--- config.mk ---
export PLATFORM = sky130hd
export DESIGN_NAME = multicycle_ctrl
export DESIGN_NICKNAME = d
export VERILOG_FILES = /design/src/rtl/rv_pkg.sv /design/src/rtl/ctrl_outdec.sv /design/src/rtl/multicycle_ctrl.sv
export SDC_FILE = /design/constraint.sdc
export NUM_CORES = 1
export LEC_CHECK = 0
export CORE_MARGIN = 5
export CORE_UTILIZATION = 42
export DETAILED_ROUTE_END_ITERATION = 8
export MAX_ROUTING_LAYER = met4
export PLACE_DENSITY = 0.82
export SETUP_SLACK_MARGIN = 0.5
export SYNTH_ARGS = -nofsm -noshare
export SYNTH_HDL_FRONTEND = slang
export SYNTH_HIERARCHICAL = 1
export SYNTH_SLANG_ARGS = --single-unit
--- constraint.sdc ---
create_clock -name clk -period 2.33 [get_ports clk]
set_clock_uncertainty 0.2 [all_clocks]
set_input_delay 0.3495 -clock clk [delete_from_list [all_inputs] [get_ports clk]]
set_output_delay 0.3495 -clock clk [all_outputs]
set_load 0.03 [all_outputs]
--- src/rtl/rv_pkg.sv ---
// Shared RV32I definitions: opcodes, control FSM states and the datapath control bundle.
// Used by the main control FSM, its output decoder and the bench.
package rv_pkg;

  localparam logic [6:0] OP_R     = 7'b0110011;
  localparam logic [6:0] OP_I     = 7'b0010011;
  localparam logic [6:0] OP_LOAD  = 7'b0000011;
  localparam logic [6:0] OP_S     = 7'b0100011;
  localparam logic [6:0] OP_SB    = 7'b1100011;
  localparam logic [6:0] OP_UJ    = 7'b1101111;
  localparam logic [6:0] OP_JALR  = 7'b1100111;
  localparam logic [6:0] OP_U     = 7'b0110111;
  localparam logic [6:0] OP_AUIPC = 7'b0010111;
  localparam logic [6:0] OP_FENCE = 7'b0001111;

  typedef enum logic [2:0] {FETCH, DECODE, EXEC, MEM, WB, TRAP} ctrl_state_t;

  typedef enum logic [1:0] {PcPlus4 = 2'd0, PcAlu = 2'd1, PcReset = 2'd2} pc_src_t;
  typedef enum logic [1:0] {AluARs1 = 2'd0, AluAOldPc = 2'd1, AluAZero = 2'd2} alu_a_t;
  typedef enum logic [1:0] {WbAlu = 2'd0, WbMem = 2'd1, WbPc4 = 2'd2} wb_sel_t;

  typedef struct packed {
    logic    mem_req;
    logic    mem_we;
    logic    mem_sel_instr;
    logic    ir_we;
    logic    pc_we;
    pc_src_t pc_src;
    alu_a_t  alu_src_a;
    logic    alu_src_b;
    logic    rf_we;
    wb_sel_t wb_sel;
  } ctrl_out_t;

  // Opcodes that proceed from DECODE into EXEC.
  function automatic logic is_exec_op(input logic [6:0] op);
    case (op)
      OP_R, OP_I, OP_LOAD, OP_S, OP_SB, OP_UJ, OP_JALR, OP_U, OP_AUIPC: return 1'b1;
      default: return 1'b0;
    endcase
  endfunction

endpackage

--- src/rtl/ctrl_outdec.sv ---
// Combinational decode of control state, opcode and handshake inputs into the
// datapath enable/select bundle.
module ctrl_outdec
  import rv_pkg::*;
(
  input  ctrl_state_t i_state,
  input  logic [6:0]  i_opcode,
  input  logic        i_mem_ready,
  input  logic        i_branch_taken,
  output ctrl_out_t   o_ctrl
);

  always_comb begin
    o_ctrl = '0;
    case (i_state)
      FETCH: begin
        o_ctrl.mem_req       = 1'b1;
        o_ctrl.mem_sel_instr = 1'b1;
        if (i_mem_ready) begin
          o_ctrl.ir_we  = 1'b1;
          o_ctrl.pc_we  = 1'b1;
          o_ctrl.pc_src = PcPlus4;
        end
      end
      EXEC: begin
        case (i_opcode)
          OP_R: begin
            o_ctrl.alu_src_a = AluARs1;
            o_ctrl.alu_src_b = 1'b0;
          end
          OP_I, OP_LOAD, OP_S, OP_JALR: begin
            o_ctrl.alu_src_a = AluARs1;
            o_ctrl.alu_src_b = 1'b1;
          end
          OP_SB: begin
            o_ctrl.alu_src_a = AluAOldPc;
            o_ctrl.alu_src_b = 1'b1;
            o_ctrl.pc_we     = i_branch_taken;
            o_ctrl.pc_src    = PcAlu;
          end
          OP_UJ, OP_AUIPC: begin
            o_ctrl.alu_src_a = AluAOldPc;
            o_ctrl.alu_src_b = 1'b1;
          end
          OP_U: begin
            o_ctrl.alu_src_a = AluAZero;
            o_ctrl.alu_src_b = 1'b1;
          end
          default: ;
        endcase
      end
      MEM: begin
        o_ctrl.mem_req = 1'b1;
        o_ctrl.mem_we  = (i_opcode == OP_S);
      end
      WB: begin
        o_ctrl.rf_we = 1'b1;
        case (i_opcode)
          OP_LOAD: o_ctrl.wb_sel = WbMem;
          OP_UJ, OP_JALR: begin
            // Link value goes to rd while the PC takes the registered jump target.
            o_ctrl.wb_sel = WbPc4;
            o_ctrl.pc_we  = 1'b1;
            o_ctrl.pc_src = PcAlu;
          end
          default: o_ctrl.wb_sel = WbAlu;
        endcase
      end
      default: ;
    endcase
  end

endmodule

--- src/rtl/multicycle_ctrl.sv ---
// Main control FSM of the multicycle RV32I core: sequences FETCH/DECODE/EXEC/MEM/WB
// and handshakes the unified memory port.
module multicycle_ctrl
  import rv_pkg::*;
#(
  parameter logic [31:0] RESET_PC = 32'h0000_0000,
  parameter int unsigned XLEN     = 32
) (
  input  logic       clk,
  input  logic       rst,
  input  logic [6:0] opcode,
  input  logic       mem_ready,
  input  logic       branch_taken,
  output logic       mem_req,
  output logic       mem_we,
  output logic       mem_sel_instr,
  output logic       ir_we,
  output logic       pc_we,
  output logic [1:0] pc_src,
  output logic [1:0] alu_src_a,
  output logic       alu_src_b,
  output logic       rf_we,
  output logic [1:0] wb_sel,
  output logic       illegal_instr,
  output logic [2:0] state_o
);

  if (XLEN != 32 || RESET_PC[1:0] != 2'b00) begin : g_cfg_err
    $error("multicycle_ctrl: unsupported XLEN or misaligned RESET_PC");
  end

  ctrl_state_t r_state;
  ctrl_state_t w_state_next;
  logic        r_illegal;
  ctrl_out_t   w_dec;
  ctrl_out_t   w_out;

  always_ff @(posedge clk) begin
    if (rst) begin
      r_state   <= FETCH;
      r_illegal <= 1'b0;
    end else begin
      r_state <= w_state_next;
      if (w_state_next == TRAP) r_illegal <= 1'b1;
    end
  end

  always_comb begin
    w_state_next = r_state;
    case (r_state)
      FETCH: if (mem_ready) w_state_next = DECODE;
      DECODE: begin
        if (opcode == OP_FENCE)     w_state_next = FETCH;
        else if (is_exec_op(opcode)) w_state_next = EXEC;
        else                         w_state_next = TRAP;
      end
      EXEC: begin
        if (opcode == OP_SB)                         w_state_next = FETCH;
        else if (opcode == OP_LOAD || opcode == OP_S) w_state_next = MEM;
        else                                          w_state_next = WB;
      end
      MEM: begin
        if (mem_ready) begin
          if (opcode == OP_LOAD) w_state_next = WB;
          else                   w_state_next = FETCH;
        end
      end
      WB:      w_state_next = FETCH;
      TRAP:    w_state_next = TRAP;
      default: w_state_next = FETCH;
    endcase
  end

  ctrl_outdec u_outdec (
    .i_state        (r_state),
    .i_opcode       (opcode),
    .i_mem_ready    (mem_ready),
    .i_branch_taken (branch_taken),
    .o_ctrl         (w_dec)
  );

  // Reset overrides the decode so the PC loads RESET_PC and any pending request drops.
  always_comb begin
    w_out = w_dec;
    if (rst) begin
      w_out        = '0;
      w_out.pc_we  = 1'b1;
      w_out.pc_src = PcReset;
    end
  end

  assign mem_req       = w_out.mem_req;
  assign mem_we        = w_out.mem_we;
  assign mem_sel_instr = w_out.mem_sel_instr;
  assign ir_we         = w_out.ir_we;
  assign pc_we         = w_out.pc_we;
  assign pc_src        = w_out.pc_src;
  assign alu_src_a     = w_out.alu_src_a;
  assign alu_src_b     = w_out.alu_src_b;
  assign rf_we         = w_out.rf_we;
  assign wb_sel        = w_out.wb_sel;
  assign illegal_instr = r_illegal & ~rst;
  assign state_o       = rst ? FETCH : r_state;

endmodule

# Word level (Yosys, flattened, before mapping)
# Index checks and enable logic that the tools add are counted.
totals:
  regBits: 4
  elab_cells: 51
  input_bits: 11
classes:
  n_reduce_logical: 7
  n_eq_ne: 16
  n_bitwise: 2
  mux: 24
ops:
  columns: ["op", "count"]
  rows:
  - ["$mux 3", 12]
  - ["$eq 7x6->1 const B", 3]
  - ["$eq 7x7->1 const B", 3]
  - ["$pmux 3 s3", 2]
  - ["$pmux 3 s5", 1]
  - ["$eq 7x5->1 const B", 2]
  - ["$mux 13", 1]
  - ["$eq 3x3->1 const B", 3]
  - ["$reduce_or 9->1", 1]
  - ["$eq 7x2->1 const B", 1]
  - ["$eq 7x4->1 const B", 1]
  - ["$eq 3x2->1 const B", 2]
  - ["$mux 1", 5]
  - ["$mux 4", 1]
  - ["$pmux 2 s2", 1]
  - ["$reduce_or 2->1", 2]
  - ["$reduce_or 4->1", 1]
  - ["$eq 3x1->1 const B", 1]
  - ["$logic_not 3->1", 1]
  - ["$reduce_or 3->1", 1]
  - ["$mux 2", 1]
  - ["$and 1x1->1", 1]
  - ["$logic_or 1x1->1", 1]
  - ["$not 1->1", 1]

# Longest topological paths before layout
logic_depth:
  ltp_word: 9
  mapped_depth: 5
  depth_no_buf: 4

# Hierarchy
# Netlist, hierarchy kept.
modules_own_cells:
  columns: ["module", "area_each_um2", "cells_per_inst", "n_inst", "seq_area_each_um2"]
  rows:
  - ["multicycle_ctrl", 435.4, 60, 1, 80.1]
  - ["ctrl_outdec", 246.5, 37, 1, 0.0]

# Worst setup path after synthesis
# No wires, ideal clock.
synth_timing:
  path_type: "register to output"
  start: "register r_state[0]"
  end: "output port pc_src[0]"
  stages_incl_launch_ff: 5
  setup_slack_ns: 0.181
  arrival_ns: 1.599
  n_path_buf: 0
  path_cell_list: "dfxtp_1 -> or3b_4 -> nor3_4 -> a21o_2 -> nor2b_1"
synth_lines:
  columns: ["item", "line_no", "text"]
  rows:
  - ["start, declared", "multicycle_ctrl.sv:32", "ctrl_state_t r_state;"]
  - ["start signal, assigned", "multicycle_ctrl.sv:43", "r_state <= w_state_next;"]
  - ["end, declared", "multicycle_ctrl.sv:19", "output logic [1:0] pc_src,"]

==> flow_metrics.py <==
metrics = {
    "outcome": {
        "status": "complete, no violations",
    },
    "cells_and_area": {
        "final_nets": 163,
        "diodes": 0,
        "drive_gt1_share_pct": 59.3,
        "design_area_mm2": 0.00141,
        "layout_commonest_cell": "buf_4",
        "fill_cells": 50,
        "area_delta_synth_final_pct": 106,
        "layout_common_cells": "25 x buf_4, 19 x buf_6, 8 x nor2b_4, 8 x nor2b_1",
        "final_util_pct": 92.3,
    },
    "floorplanning": {
        "coreArea_mm2": 0.00152,
        "die-area_mm2": 0.00253,
        "initial_core_util_pct": 44.7,
        "boundaryPins": 28,
        "dieHeight_um": 50.3,
        "rows": 14,
        "dieWidth_um": 50.3,
    },
    "drt": {
        "routedWlPerCell_um": 19.6,
        "ant_nets": 0,
        "drtIter0Drc": 54,
        "first_pass_iters": 4,
        "via_count": 1051,
        "viasPerCell": 6.33,
        "drt_wl_total_um": 3250,
        "drc": 0,
    },
    "place": {
        "place_congestion": 0.847,
        "port_buffers": 27,
        "place_area_mm2": 0.00110,
        "dp_hpwl_um": 1540,
    },
    "synthesis": {
        "synth.ff_latch_count": 4,
        "yosysSeqAreaShare_pct": 11.7,
        "synth_top_family_by_area": "simple AND/OR/NAND/NOR gates",
        "synth_top_area_share_pct": 15.6,
        "synth-simple-area-share_pct": 62.4,
        "syn-instance-count": 97,
        "synth_xor_xnor_area_share_pct": 1.28,
        "muxShareOfSynthArea_pct": 1.47,
        "synth_fp_nets": 108,
        "synth_area_um2": 682,
        "ys_warn_count": 6,
        "synth_compound_area_share_pct": 18.5,
        "syn_area_per_cell_um2": 7.03,
        "yosysTopAreaCell": "nor2b_1",
        "synth_fa_ha_area_share_pct": 0,
        "synthTopCellsByArea": "nor2b_1 16%, dfxtp_1 12%, nand2b_1 5.5%",
        "ys_types": 39,
    },
    "worst_setup_path": {
        "cp_slowest_cell": "or3b_4",
        "cp_num_buf_inv": 2,
        "worst_setup_path_start_kind": "flop",
        "path_cells": "or3b_4, nor3_4, buf_4, a21o_2, nor2b_4, buf_6",
        "criticalPathCategory": "flop to output port",
        "crit_arrival_ns": 1.71,
        "critPathRequiredTime_ns": 1.78,
        "cp_top_family": "simple AND/OR/NAND/NOR gates",
        "worstSetupEndpointType": "output port",
        "max_stage_delay_ns": 0.41,
        "path_max_fanout": 6,
        "rrSetupSlack_ns": 0.82,
    },
    "clock_tree": {
        "cts_buffers": 3,
        "clk_latency_ns": 0.23,
        "cts_tree": "yes",
        "htreeDepth": 1,
        "clkTransAtPathRegs_ns": 0.04,
        "clock_tree.root_cell": "clkbuf_4",
        "clock_path_buffers": 2,
        "clock-sinks": 4,
    },
    "global_routing": {
        "grt_use_total_pct": 23.3,
        "antenna_found_initial": 0,
        "grt_max_degree": 11,
        "gr-total-overflow": 0,
        "grt_pass1_wl_um": 4570,
        "grt_pass1_vias": 1051,
    },
    "sta": {
        "fmax_mhz": 442,
        "setup_viol": 0,
        "fin_crit_ns": 2.26,
        "final-hold-violation-count": 0,
        "maxSlewViolCount": 0,
        "fin_crit_sh_pct": 97.1,
        "rsz0062_at_grt": "yes",
    },
    "power": {
        "ir_drop_v": 0.000355,
        "p_leak_nw": 0.575,
        "powerDensity_mw_per_mm2": 309,
    },
    "flow_run": {
        "maxCapViolCount": 0,
    },
    "worst_hold_path": {
        "hold_class": "flop to flop",
    },
}
==> per-layer routing <==
metal	global-route usage, %	routed length [um]
met5	-	0
met4	13.2	76
met3	5.03	271
met2	40.6	1630
met1	23.7	1270
==> cell families (layout without fill, tap and decap cells) <==
family	count (synthesis)	in the layout
DFF	4	4
and+or+nand+nor	67	67
xor gates and xnor gates	1	1
buffers and inverters	6	59
other	1	1
muxes	1	1
AOI/OAI and AO/OA	17	17
==> where the power goes <==
group          switching [mW]  leakage, nW  internal, mW  total, mW
sequential             0.0102       0.0350        0.0770     0.0872
clock                  0.0275       0.0138        0.0576     0.0851
combinational           0.130        0.526         0.131      0.262
==> final cells by class <==
class,instances,area (um^2),area share [%]
multi-input cells,87,722,51.3
repair buffers,55,547,38.9
flip-flops and latches,4,91.3,6.49
clock buffers,3,22.5,1.60
well taps,16,20.0,1.42
inverters,1,3.75,0.267
==> stage by stage <==
step / setup slack, ns / power [mW] / hold slack, ns / TNS, ns / std cells
global placement: -0.126 / 0.282 / 0.330 / -0.440 / 152
finish: 0.0674 / 0.434 / 0.382 / 0 / 166
CTS: 0.119 / 0.402 / 0.386 / 0 / 164
global route: 0.0105 / 0.467 / 0.418 / 0 / 166
detailed placement: -0.156 / 0.284 / 0.345 / -0.488 / 152
floorplan: 0.460 / 0.199 / 0.269 / 0 / 97
==> state kept, by name, indices dropped and copies added, names as in the netlist <==
register   count
r_illegal      1
r_state        3
==> cell usage after synthesis, drive strengths merged <==
master / number
a21o: 1
or2: 2
nand4b: 3
clkbuf: 4
nand3: 2
or3b: 1
nor4: 2
nor3: 7
o31ai: 2
buf: 1
nand2b: 6
xor2: 1
a311o: 2
nor3b: 5
or3: 1
a21oi: 2
a211o: 1
dfxtp: 4
conb: 1
nor2b: 17
and2: 1
nor2: 6
a31oi: 1
nand3b: 3
o21ai: 4
a41oi: 1
a211oi: 1
nand2: 7
mux2i: 1
nand4bb: 1
o41ai: 1
inv: 1
o21bai: 1
and3b: 1
or4b: 2
==> what timing repair did <==
| action | CTS | global route |
|---|---|---|
| setup endpoints to repair | 21 | 12 |
| gates resized for setup | 66 | 22 |
| gates cloned | 1 | 0 |
| pin swaps | 7 | 6 |
| buffers inserted | 8 | 2 |
| hold buffers | 0 | 0 |
==> worst paths after layout <==
kind / start / to / cells past startpoint
max: r_state[2]$_SDFF_PP0_ / pc_src[0] / 6
min reg2reg: r_illegal$_SDFFE_PP0N_ / r_illegal$_SDFFE_PP0N_ / 2
min: r_illegal$_SDFFE_PP0N_ / r_illegal$_SDFFE_PP0N_ / 2
max reg2reg: r_state[2]$_SDFF_PP0_ / r_state[0]$_SDFF_PP0_ / 4
==> tightest hold or removal path, delay by kind of cell, from the launching register on <==
| family | cells | cell delay [ns] |
|---|---|---|
| DFF | 1 | 0.29 |
| and+or+nand+nor | 2 | 0.26 |
Power figures use the tool's default switching activity.
